### src/rtl/seg7_scan_driver_pkg.sv
// ----------------------------------------------------------------------------
// seg7_scan_driver_pkg
//   Shared constants and helpers for the 7-segment scan driver.
//   - SEG_OFF_AL     : active-low "all segments dark" pattern (dp included).
//   - slot_phase_t   : which part of a digit slot a cycle falls in.
//   - hex_to_seg_al  : 16-entry active-low glyph table, bit order
//                      {dp,g,f,e,d,c,b,a}, dp bit left dark (1).
// ----------------------------------------------------------------------------
package seg7_scan_driver_pkg;

  localparam logic [7:0] SEG_OFF_AL = 8'hFF;

  // PH_DEAD: selects and segments forced off to let the previous digit's
  // driver discharge before the next digit is enabled (anti-ghosting).
  typedef enum logic {
    PH_DEAD = 1'b0,
    PH_LIT  = 1'b1
  } slot_phase_t;

  function automatic logic [7:0] hex_to_seg_al(input logic [3:0] value);
    logic [7:0] pattern;
    case (value)
      4'h0:    pattern = 8'hC0;
      4'h1:    pattern = 8'hF9;
      4'h2:    pattern = 8'hA4;
      4'h3:    pattern = 8'hB0;
      4'h4:    pattern = 8'h99;
      4'h5:    pattern = 8'h92;
      4'h6:    pattern = 8'h82;
      4'h7:    pattern = 8'hF8;
      4'h8:    pattern = 8'h80;
      4'h9:    pattern = 8'h90;
      4'hA:    pattern = 8'h88;
      4'hB:    pattern = 8'h83;
      4'hC:    pattern = 8'hC6;
      4'hD:    pattern = 8'hA1;
      4'hE:    pattern = 8'h86;
      default: pattern = 8'h8E;
    endcase
    return pattern;
  endfunction

endpackage

### src/rtl/seg7_scan_driver_if.sv
// ----------------------------------------------------------------------------
// seg7_scan_driver_if
//   Bundles the data-source side and the board-pin side of the scan driver.
//   Source -> driver : hex (4 bits per digit, digit 0 rightmost), dp, blank,
//                      lz_en, load (capture strobe).
//   Driver -> pins   : seg {dp,g,f,e,d,c,b,a}, sel (one digit select per
//                      digit), frame_start (first cycle of the digit-0 slot).
//   master modport: the block feeding data in and watching the pins.
//   slave  modport: the scan driver itself.
// ----------------------------------------------------------------------------
interface seg7_scan_driver_if #(
  parameter int DIGITS = 4
);

  logic [4*DIGITS-1:0] hex;
  logic [DIGITS-1:0]   dp;
  logic [DIGITS-1:0]   blank;
  logic                lz_en;
  logic                load;
  logic [7:0]          seg;
  logic [DIGITS-1:0]   sel;
  logic                frame_start;

  modport master (
    output hex, dp, blank, lz_en, load,
    input  seg, sel, frame_start
  );

  modport slave (
    input  hex, dp, blank, lz_en, load,
    output seg, sel, frame_start
  );

endinterface

### src/rtl/seg7_scan_driver_decode.sv
// ----------------------------------------------------------------------------
// seg7_decode
//   Combinational glyph decoder for one digit, always in active-low form.
//   Ports:
//     hex    in  4  digit value 0..F
//     dp     in  1  decimal point, 1 = lit
//     blank  in  1  1 = whole digit dark, decimal point included
//     seg_al out 8  {dp,g,f,e,d,c,b,a}, 0 = segment lit
//   Output polarity for the board is applied by the caller.
// ----------------------------------------------------------------------------
module seg7_decode
  import seg7_scan_driver_pkg::*;
(
  input  logic [3:0] hex,
  input  logic       dp,
  input  logic       blank,
  output logic [7:0] seg_al
);

  always_comb begin
    seg_al = hex_to_seg_al(hex);
    if (dp) begin
      seg_al[7] = 1'b0;
    end
    // Blank wins over everything, including a lit decimal point.
    if (blank) begin
      seg_al = SEG_OFF_AL;
    end
  end

endmodule

### src/rtl/seg7_scan_driver.sv
// ----------------------------------------------------------------------------
// seg7_scan_driver
//   Time-multiplexed driver for a DIGITS-digit common-anode 7-segment display.
//   Display data is loaded into a shadow copy and promoted to the active copy
//   only at the frame boundary, so a scanned frame never mixes two loads.
//   Each digit gets a slot of SLOT_CYCLES clocks; the first DEAD_CYCLES of a
//   slot keep every select and segment dark to suppress ghosting.
//   Optional leading-zero suppression blanks high-order zero digits.
//
//   Ports:
//     clk    in   system clock
//     rst_n  in   synchronous reset, active low
//     bus    slave modport of seg7_scan_driver_if
//              in : hex, dp, blank, lz_en, load
//              out: seg, sel, frame_start (all registered)
//
//   Timing model: cnt_reg/idx_reg hold the slot position of the cycle now on
//   the pins. All output registers are loaded from the *next* position and
//   the *next* active data, so pins and counters change on the same edge and
//   the pin pattern follows the slot map with no extra lag.
// ----------------------------------------------------------------------------
module seg7_scan_driver
  import seg7_scan_driver_pkg::*;
#(
  parameter int DIGITS         = 4,
  parameter int SLOT_CYCLES    = 1024,
  parameter int DEAD_CYCLES    = 16,
  parameter bit SEG_ACTIVE_LOW = 1'b1,
  parameter bit SEL_ACTIVE_LOW = 1'b1
) (
  input  logic              clk,
  input  logic              rst_n,
  seg7_scan_driver_if.slave bus
);

  localparam int CNT_W = (SLOT_CYCLES > 1) ? $clog2(SLOT_CYCLES) : 1;
  localparam int IDX_W = (DIGITS > 1) ? $clog2(DIGITS) : 1;

  localparam logic [CNT_W-1:0]  CNT_LAST = CNT_W'(SLOT_CYCLES - 1);
  localparam logic [IDX_W-1:0]  IDX_LAST = IDX_W'(DIGITS - 1);
  localparam logic [CNT_W-1:0]  CNT_DEAD = CNT_W'(DEAD_CYCLES);
  localparam logic [7:0]        SEG_OFF  = SEG_ACTIVE_LOW ? SEG_OFF_AL : ~SEG_OFF_AL;
  localparam logic [DIGITS-1:0] SEL_OFF  = {DIGITS{SEL_ACTIVE_LOW}};

  // --------------------------------------------------------------------------
  // State
  // --------------------------------------------------------------------------
  logic [CNT_W-1:0]    cnt_reg;
  logic [IDX_W-1:0]    idx_reg;
  // Low for the single cycle after reset; the following edge starts the
  // scan at digit 0, cycle 0 instead of advancing.
  logic                run_reg;

  logic [4*DIGITS-1:0] shadow_hex_reg;
  logic [DIGITS-1:0]   shadow_dp_reg;
  logic [DIGITS-1:0]   shadow_blank_reg;
  logic                shadow_lz_reg;
  logic                pending_reg;

  logic [4*DIGITS-1:0] act_hex_reg;
  logic [DIGITS-1:0]   act_dp_reg;
  logic [DIGITS-1:0]   act_blank_reg;
  logic                act_lz_reg;

  logic [7:0]          seg_reg;
  logic [DIGITS-1:0]   sel_reg;
  logic                frame_start_reg;

  // --------------------------------------------------------------------------
  // Slot position of the next cycle
  // --------------------------------------------------------------------------
  logic [CNT_W-1:0] cnt_next;
  logic [IDX_W-1:0] idx_next;
  logic             boundary;

  // Last cycle of the last digit's slot: where shadow data may be promoted.
  assign boundary = run_reg && (cnt_reg == CNT_LAST) && (idx_reg == IDX_LAST);

  always_comb begin
    cnt_next = '0;
    idx_next = '0;
    if (run_reg) begin
      if (cnt_reg == CNT_LAST) begin
        cnt_next = '0;
        idx_next = (idx_reg == IDX_LAST) ? '0 : idx_reg + IDX_W'(1);
      end else begin
        cnt_next = cnt_reg + CNT_W'(1);
        idx_next = idx_reg;
      end
    end
  end

  // --------------------------------------------------------------------------
  // Active data for the next cycle. A load landing on the boundary cycle
  // bypasses the shadow so the very next frame already shows it.
  // --------------------------------------------------------------------------
  logic [4*DIGITS-1:0] act_hex_next;
  logic [DIGITS-1:0]   act_dp_next;
  logic [DIGITS-1:0]   act_blank_next;
  logic                act_lz_next;

  always_comb begin
    act_hex_next   = act_hex_reg;
    act_dp_next    = act_dp_reg;
    act_blank_next = act_blank_reg;
    act_lz_next    = act_lz_reg;
    if (boundary) begin
      if (bus.load) begin
        act_hex_next   = bus.hex;
        act_dp_next    = bus.dp;
        act_blank_next = bus.blank;
        act_lz_next    = bus.lz_en;
      end else if (pending_reg) begin
        act_hex_next   = shadow_hex_reg;
        act_dp_next    = shadow_dp_reg;
        act_blank_next = shadow_blank_reg;
        act_lz_next    = shadow_lz_reg;
      end
    end
  end

  // --------------------------------------------------------------------------
  // Per-digit view of the next active data and leading-zero suppression
  // --------------------------------------------------------------------------
  logic [3:0]        digit_hex [DIGITS];
  logic [DIGITS-1:0] suppress;
  logic              leading;

  for (genvar gi = 0; gi < DIGITS; gi++) begin : g_digit
    assign digit_hex[gi] = act_hex_next[4*gi +: 4];
  end

  // Walk from the most significant digit down; stop at the first digit that
  // shows something (nonzero value or lit dp). Digit 0 is never touched so a
  // value of zero still displays "0".
  always_comb begin
    suppress = '0;
    leading  = act_lz_next;
    for (int i = DIGITS - 1; i > 0; i--) begin
      if (leading && (digit_hex[i] == 4'h0) && !act_dp_next[i]) begin
        suppress[i] = 1'b1;
      end else begin
        leading = 1'b0;
      end
    end
  end

  // --------------------------------------------------------------------------
  // Decode of the digit being scanned next
  // --------------------------------------------------------------------------
  logic [3:0] scan_hex;
  logic       scan_dp;
  logic       scan_blank;
  logic [7:0] scan_seg_al;
  logic [7:0] scan_seg;

  assign scan_hex   = digit_hex[idx_next];
  assign scan_dp    = act_dp_next[idx_next];
  assign scan_blank = act_blank_next[idx_next] | suppress[idx_next];

  seg7_decode u_decode (
    .hex    (scan_hex),
    .dp     (scan_dp),
    .blank  (scan_blank),
    .seg_al (scan_seg_al)
  );

  assign scan_seg = SEG_ACTIVE_LOW ? scan_seg_al : ~scan_seg_al;

  // --------------------------------------------------------------------------
  // Slot phase and digit select of the next cycle
  // --------------------------------------------------------------------------
  slot_phase_t       phase_next;
  logic [DIGITS-1:0] onehot_next;

  if (DEAD_CYCLES == 0) begin : g_no_dead
    assign phase_next = PH_LIT;
  end else begin : g_dead
    assign phase_next = (cnt_next < CNT_DEAD) ? PH_DEAD : PH_LIT;
  end

  assign onehot_next = DIGITS'(1) << idx_next;

  // --------------------------------------------------------------------------
  // Sequential state and registered outputs
  // --------------------------------------------------------------------------
  always_ff @(posedge clk) begin
    if (!rst_n) begin
      cnt_reg          <= '0;
      idx_reg          <= '0;
      run_reg          <= 1'b0;
      shadow_hex_reg   <= '0;
      shadow_dp_reg    <= '0;
      shadow_blank_reg <= '1;
      shadow_lz_reg    <= 1'b0;
      pending_reg      <= 1'b0;
      act_hex_reg      <= '0;
      act_dp_reg       <= '0;
      act_blank_reg    <= '1;
      act_lz_reg       <= 1'b0;
      seg_reg          <= SEG_OFF;
      sel_reg          <= SEL_OFF;
      frame_start_reg  <= 1'b0;
    end else begin
      cnt_reg <= cnt_next;
      idx_reg <= idx_next;
      run_reg <= 1'b1;

      if (bus.load) begin
        shadow_hex_reg   <= bus.hex;
        shadow_dp_reg    <= bus.dp;
        shadow_blank_reg <= bus.blank;
        shadow_lz_reg    <= bus.lz_en;
      end

      // The boundary always leaves pending clear: either the shadow was just
      // promoted, or the load went straight to active.
      if (boundary) begin
        pending_reg <= 1'b0;
      end else if (bus.load) begin
        pending_reg <= 1'b1;
      end

      act_hex_reg   <= act_hex_next;
      act_dp_reg    <= act_dp_next;
      act_blank_reg <= act_blank_next;
      act_lz_reg    <= act_lz_next;

      if (phase_next == PH_DEAD) begin
        seg_reg <= SEG_OFF;
        sel_reg <= SEL_OFF;
      end else begin
        seg_reg <= scan_seg;
        sel_reg <= SEL_ACTIVE_LOW ? ~onehot_next : onehot_next;
      end

      frame_start_reg <= (cnt_next == '0) && (idx_next == '0);
    end
  end

  assign bus.seg         = seg_reg;
  assign bus.sel         = sel_reg;
  assign bus.frame_start = frame_start_reg;

endmodule

### src/flat_wrapper.sv
// flat-port wrapper written by rule: the top's interface ports become plain ports
module seg7_scan_driver_flat import seg7_scan_driver_pkg::*;
#(
  parameter int DIGITS         = 4,
  parameter int SLOT_CYCLES    = 1024,
  parameter int DEAD_CYCLES    = 16,
  parameter bit SEG_ACTIVE_LOW = 1'b1,
  parameter bit SEL_ACTIVE_LOW = 1'b1
)
  (clk, rst_n, bus_hex, bus_dp, bus_blank, bus_lz_en, bus_load, bus_seg, bus_sel, bus_frame_start);
  seg7_scan_driver_if #(.DIGITS(DIGITS)) bus_i ();
  input  logic clk;
  input  logic rst_n;
  input wire logic [$bits(bus_i.hex)-1:0] bus_hex;
  input wire logic [$bits(bus_i.dp)-1:0] bus_dp;
  input wire logic [$bits(bus_i.blank)-1:0] bus_blank;
  input wire logic [$bits(bus_i.lz_en)-1:0] bus_lz_en;
  input wire logic [$bits(bus_i.load)-1:0] bus_load;
  output wire logic [$bits(bus_i.seg)-1:0] bus_seg;
  output wire logic [$bits(bus_i.sel)-1:0] bus_sel;
  output wire logic [$bits(bus_i.frame_start)-1:0] bus_frame_start;
  assign bus_i.hex = bus_hex;
  assign bus_i.dp = bus_dp;
  assign bus_i.blank = bus_blank;
  assign bus_i.lz_en = bus_lz_en;
  assign bus_i.load = bus_load;
  assign bus_seg = bus_i.seg;
  assign bus_sel = bus_i.sel;
  assign bus_frame_start = bus_i.frame_start;
  seg7_scan_driver #(.DIGITS(DIGITS), .SLOT_CYCLES(SLOT_CYCLES), .DEAD_CYCLES(DEAD_CYCLES), .SEG_ACTIVE_LOW(SEG_ACTIVE_LOW), .SEL_ACTIVE_LOW(SEL_ACTIVE_LOW)) u_core (.clk(clk), .rst_n(rst_n), .bus(bus_i));
endmodule
### config.mk
export PLATFORM = sky130hd
export DESIGN_NAME = seg7_scan_driver_flat
export DESIGN_NICKNAME = d
export VERILOG_FILES = /design/src/rtl/seg7_scan_driver_pkg.sv /design/src/rtl/seg7_scan_driver_if.sv /design/src/rtl/seg7_scan_driver_decode.sv /design/src/rtl/seg7_scan_driver.sv /design/src/flat_wrapper.sv
export SDC_FILE = /design/constraint.sdc
export NUM_CORES = 1
export LEC_CHECK = 0
export ABC_AREA = 1
export BUFFER_PORTS_ARGS = -buffer_cell sky130_fd_sc_hd__buf_2
export CORE_AREA = 4 4 92 94
export CTS_CLUSTER_DIAMETER = 60
export DETAILED_ROUTE_END_ITERATION = 8
export DIE_AREA = 0 0 96 98
export GPL_TIMING_DRIVEN = 1
export PLACE_DENSITY = 0.74
export SYNTH_ARGS = -nofsm -noshare
export SYNTH_HDL_FRONTEND = slang
export SYNTH_SLANG_ARGS = --single-unit
### constraint.sdc
create_clock -name clk -period 3.7 [get_ports clk]
set_input_delay 0.74 -clock clk [delete_from_list [all_inputs] [get_ports clk]]
set_output_delay 0.74 -clock clk [all_outputs]
set_load 0.02 [all_outputs]
==> impl_metrics.toml <==
[cells_and_area]
area_growth_pct = 9.46
layout.cells.non_filler = 758
layout_commonest_cell = "nand2_1"
antenna_cells = 0
nNetsFinal = 688
mostFrequentLayoutCells = "nand2_1, dfxtp_1, nor2_1"
drive_above_1_share_pct = 16.0

[hold_path]
worst_hold_path_type = "register to register"
worstHoldStart = "u_core.shadow_blank_reg[0]$_SDFFE_PN1P_"
whs_endpoint = "u_core.shadow_blank_reg[0]$_SDFFE_PN1P_"
hold_depth = 2

[detailed_routing]
wire_per_inst_um = 12.4
postRouteAntennaNets = 0
vias = 3859
totalWireLength_mm = 9.36
drt_iter0_markers = 143
first_pass_iters = 5
drc = 0
via_per_inst = 5.09

[timing]
finalCritPeriodShare_pct = 75.7
skew_ns = 0.0126
fin_setup_tns_ns = 0
slew_headroom_pct = 34.0
hold_viol_final = 0
min_period_ns = 2.80
fmax_mhz = 357
finalSetupViolCount = 0
fin_ws_ns = 0.901
slew_viol_final = 0
rsz0062_at_grt = "no"
tightest_slew_ns = 0.988

[clocking]
clkTransAtPathRegs_ns = 0.08
clock_latency_ns = 0.35
cts_tree = "yes"
cts_setup_buffers = 0
cts_buffers = 9
cts_root_buf = "clkbuf_8"
clk_path_buf_depth = 2
h-tree-depth = 3
cts_sinks = 77
cts_resized = 0
cts_hold_buf = 0

[grt]
grt_pass1_vias = 3646
grt_pass1_wl_mm = 15.9
track_usage_pct = 20.8
grt.overflow.total = 0
grt_max_degree = 60
grt_antenna_before_repair = 0

[yosys]
syn_area_per_cell_um2 = 6.58
ys_warn_count = 0
ys_types = 35
syn_nets = 661
synth_top_area_cell = "dfxtp_1"
synth_seq_cells = 77
synth_area_um2 = 4110
synth_top_area_share_pct = 37.5
ys_top_cells_by_area = "dfxtp_1, nand2_1, a21oi_1"
seq_area_frac_synth_pct = 37.5
netlist_instances = 625

[pwr]
ir_worst_vdd_uv = 199
leakagePower_uw = 0.00215
power_density_nw_per_um2 = 356

[worst_setup_path]
reg2reg_to = "u_core.bus.seg[1]$_SDFF_PP1_"
critPathKind = "register to register"
critical_path.endpoint_type = "register"
cp_data_required_time_ns = 3.94
timing.reg2reg.setup_slack_ns = 0.90
worstPathMaxFanout = 11
cp.arrival_ns = 3.04
start_kind = "register"
ff2ff_path_depth = 16
r2r-start = "u_core.cnt_reg[0]$_SDFF_PN0_"

[floorplanning]
core-area_um2 = 7650
pin_count = 41
die-area_um2 = 9410
num_rows = 32
die_height_um = 98
dieWidth_um = 96
start_util_pct = 53.8

[placement]
portBuffers = 40
dp_hpwl_mm = 6.70
dpl_worst_slack_ns = 0.923
place_congestion = 0.906
dp.cells = 743

[status]
status = "completed"

[run]
drv_cap = 0
-- stage by stage --
step | area (um^2) | hold WS (ns) | util (%) | total power [uW]
final | 4500 | 0.462 | 58.9 | 1600
after global routing | 4500 | 0.482 | 58.9 | 1670
after CTS | 4500 | 0.465 | 58.9 | 1620
after detailed placement | 4300 | 0.444 | 56.3 | 982
after global placement | 4300 | 0.437 | 56.3 | 978
after floorplan | 4110 | 0.429 | - | 948
-- logic make-up after synthesis --
kind of cell,share of synthesized area (%)
xor gates and xnor gates,0.639
buffers and inverters,7.09
AOI/OAI and AO/OA,9.03
adders and majority gates,2.43
and+or+nand+nor,43.3
DFF,37.5
-- routing by layer --
layer / vias up / part of all wire [%] / track usage (%)
met2: 94 / 47 / 33.6
met5: - / 0 / 0
met4: 0 / 1.6 / 8.21
li1: 2015 / - / -
met1: 1731 / 47 / 27.3
met3: 19 / 5.1 / 3.47
-- area by class of cell --
type | count | area [um^2]
clock inverters | 4 | 47.5
fillers | 775 | 3140
inverters | 31 | 116
multi-input cells | 488 | 2280
well taps | 102 | 128
flip-flops and latches | 77 | 1540
clock buffers | 11 | 151
repair buffers | 45 | 238
-- how the worst max path moves through the flow --
stage / startpoint / to / cells after the start
2_1_floorplan: bus_load / u_core.bus.seg[3]$_SDFF_PP1_ / 13
3_3_place_gp: u_core.cnt_reg[0]$_SDFF_PN0_ / u_core.bus.seg[1]$_SDFF_PP1_ / 16
3_5_place_dp: u_core.cnt_reg[0]$_SDFF_PN0_ / u_core.bus.seg[1]$_SDFF_PP1_ / 16
4_1_cts: u_core.cnt_reg[0]$_SDFF_PN0_ / u_core.bus.seg[1]$_SDFF_PP1_ / 16
5_1_grt: u_core.cnt_reg[0]$_SDFF_PN0_ / u_core.bus.seg[1]$_SDFF_PP1_ / 16
6_report: u_core.cnt_reg[0]$_SDFF_PN0_ / u_core.bus.seg[1]$_SDFF_PP1_ / 16
-- power by group --
part           switching [uW]  total, uW  internal (uW)
logic                    68.4        106           37.1
registers                10.5        857            847
clock network             299        641            342
total                     378       1600           1230
-- critical path: stages, from the launching register on --
cell and delay [ns]:
dfxtp_1 0.37, ha_1 0.19, nand2_2 0.08, nor2_4 0.21, nand3_4 0.14, nand2_1 0.10, nand2_1 0.06, nor2_2 0.45
nor2_1 0.20, nand2_1 0.10, nand2_1 0.07, nor2_2 0.21, ha_1 0.29, nand2_1 0.09, nand2_1 0.05, nand2_1 0.06
nand2_1 0.04
-- synth_stat cells, drive strengths merged --
cell type / n
a211oi: 1
a21boi: 6
a21oi: 35
a22oi: 1
and2: 1
buf: 19
clkbuf: 10
dfxtp: 77
ha: 8
inv: 31
nand2: 301
nand3: 37
nand3b: 3
nand4: 6
nor2: 51
nor4: 1
o21ai: 26
o22ai: 1
or2: 7
xnor2: 1
xor2: 2
No activity file was read; power rests on OpenSTA's default activity.
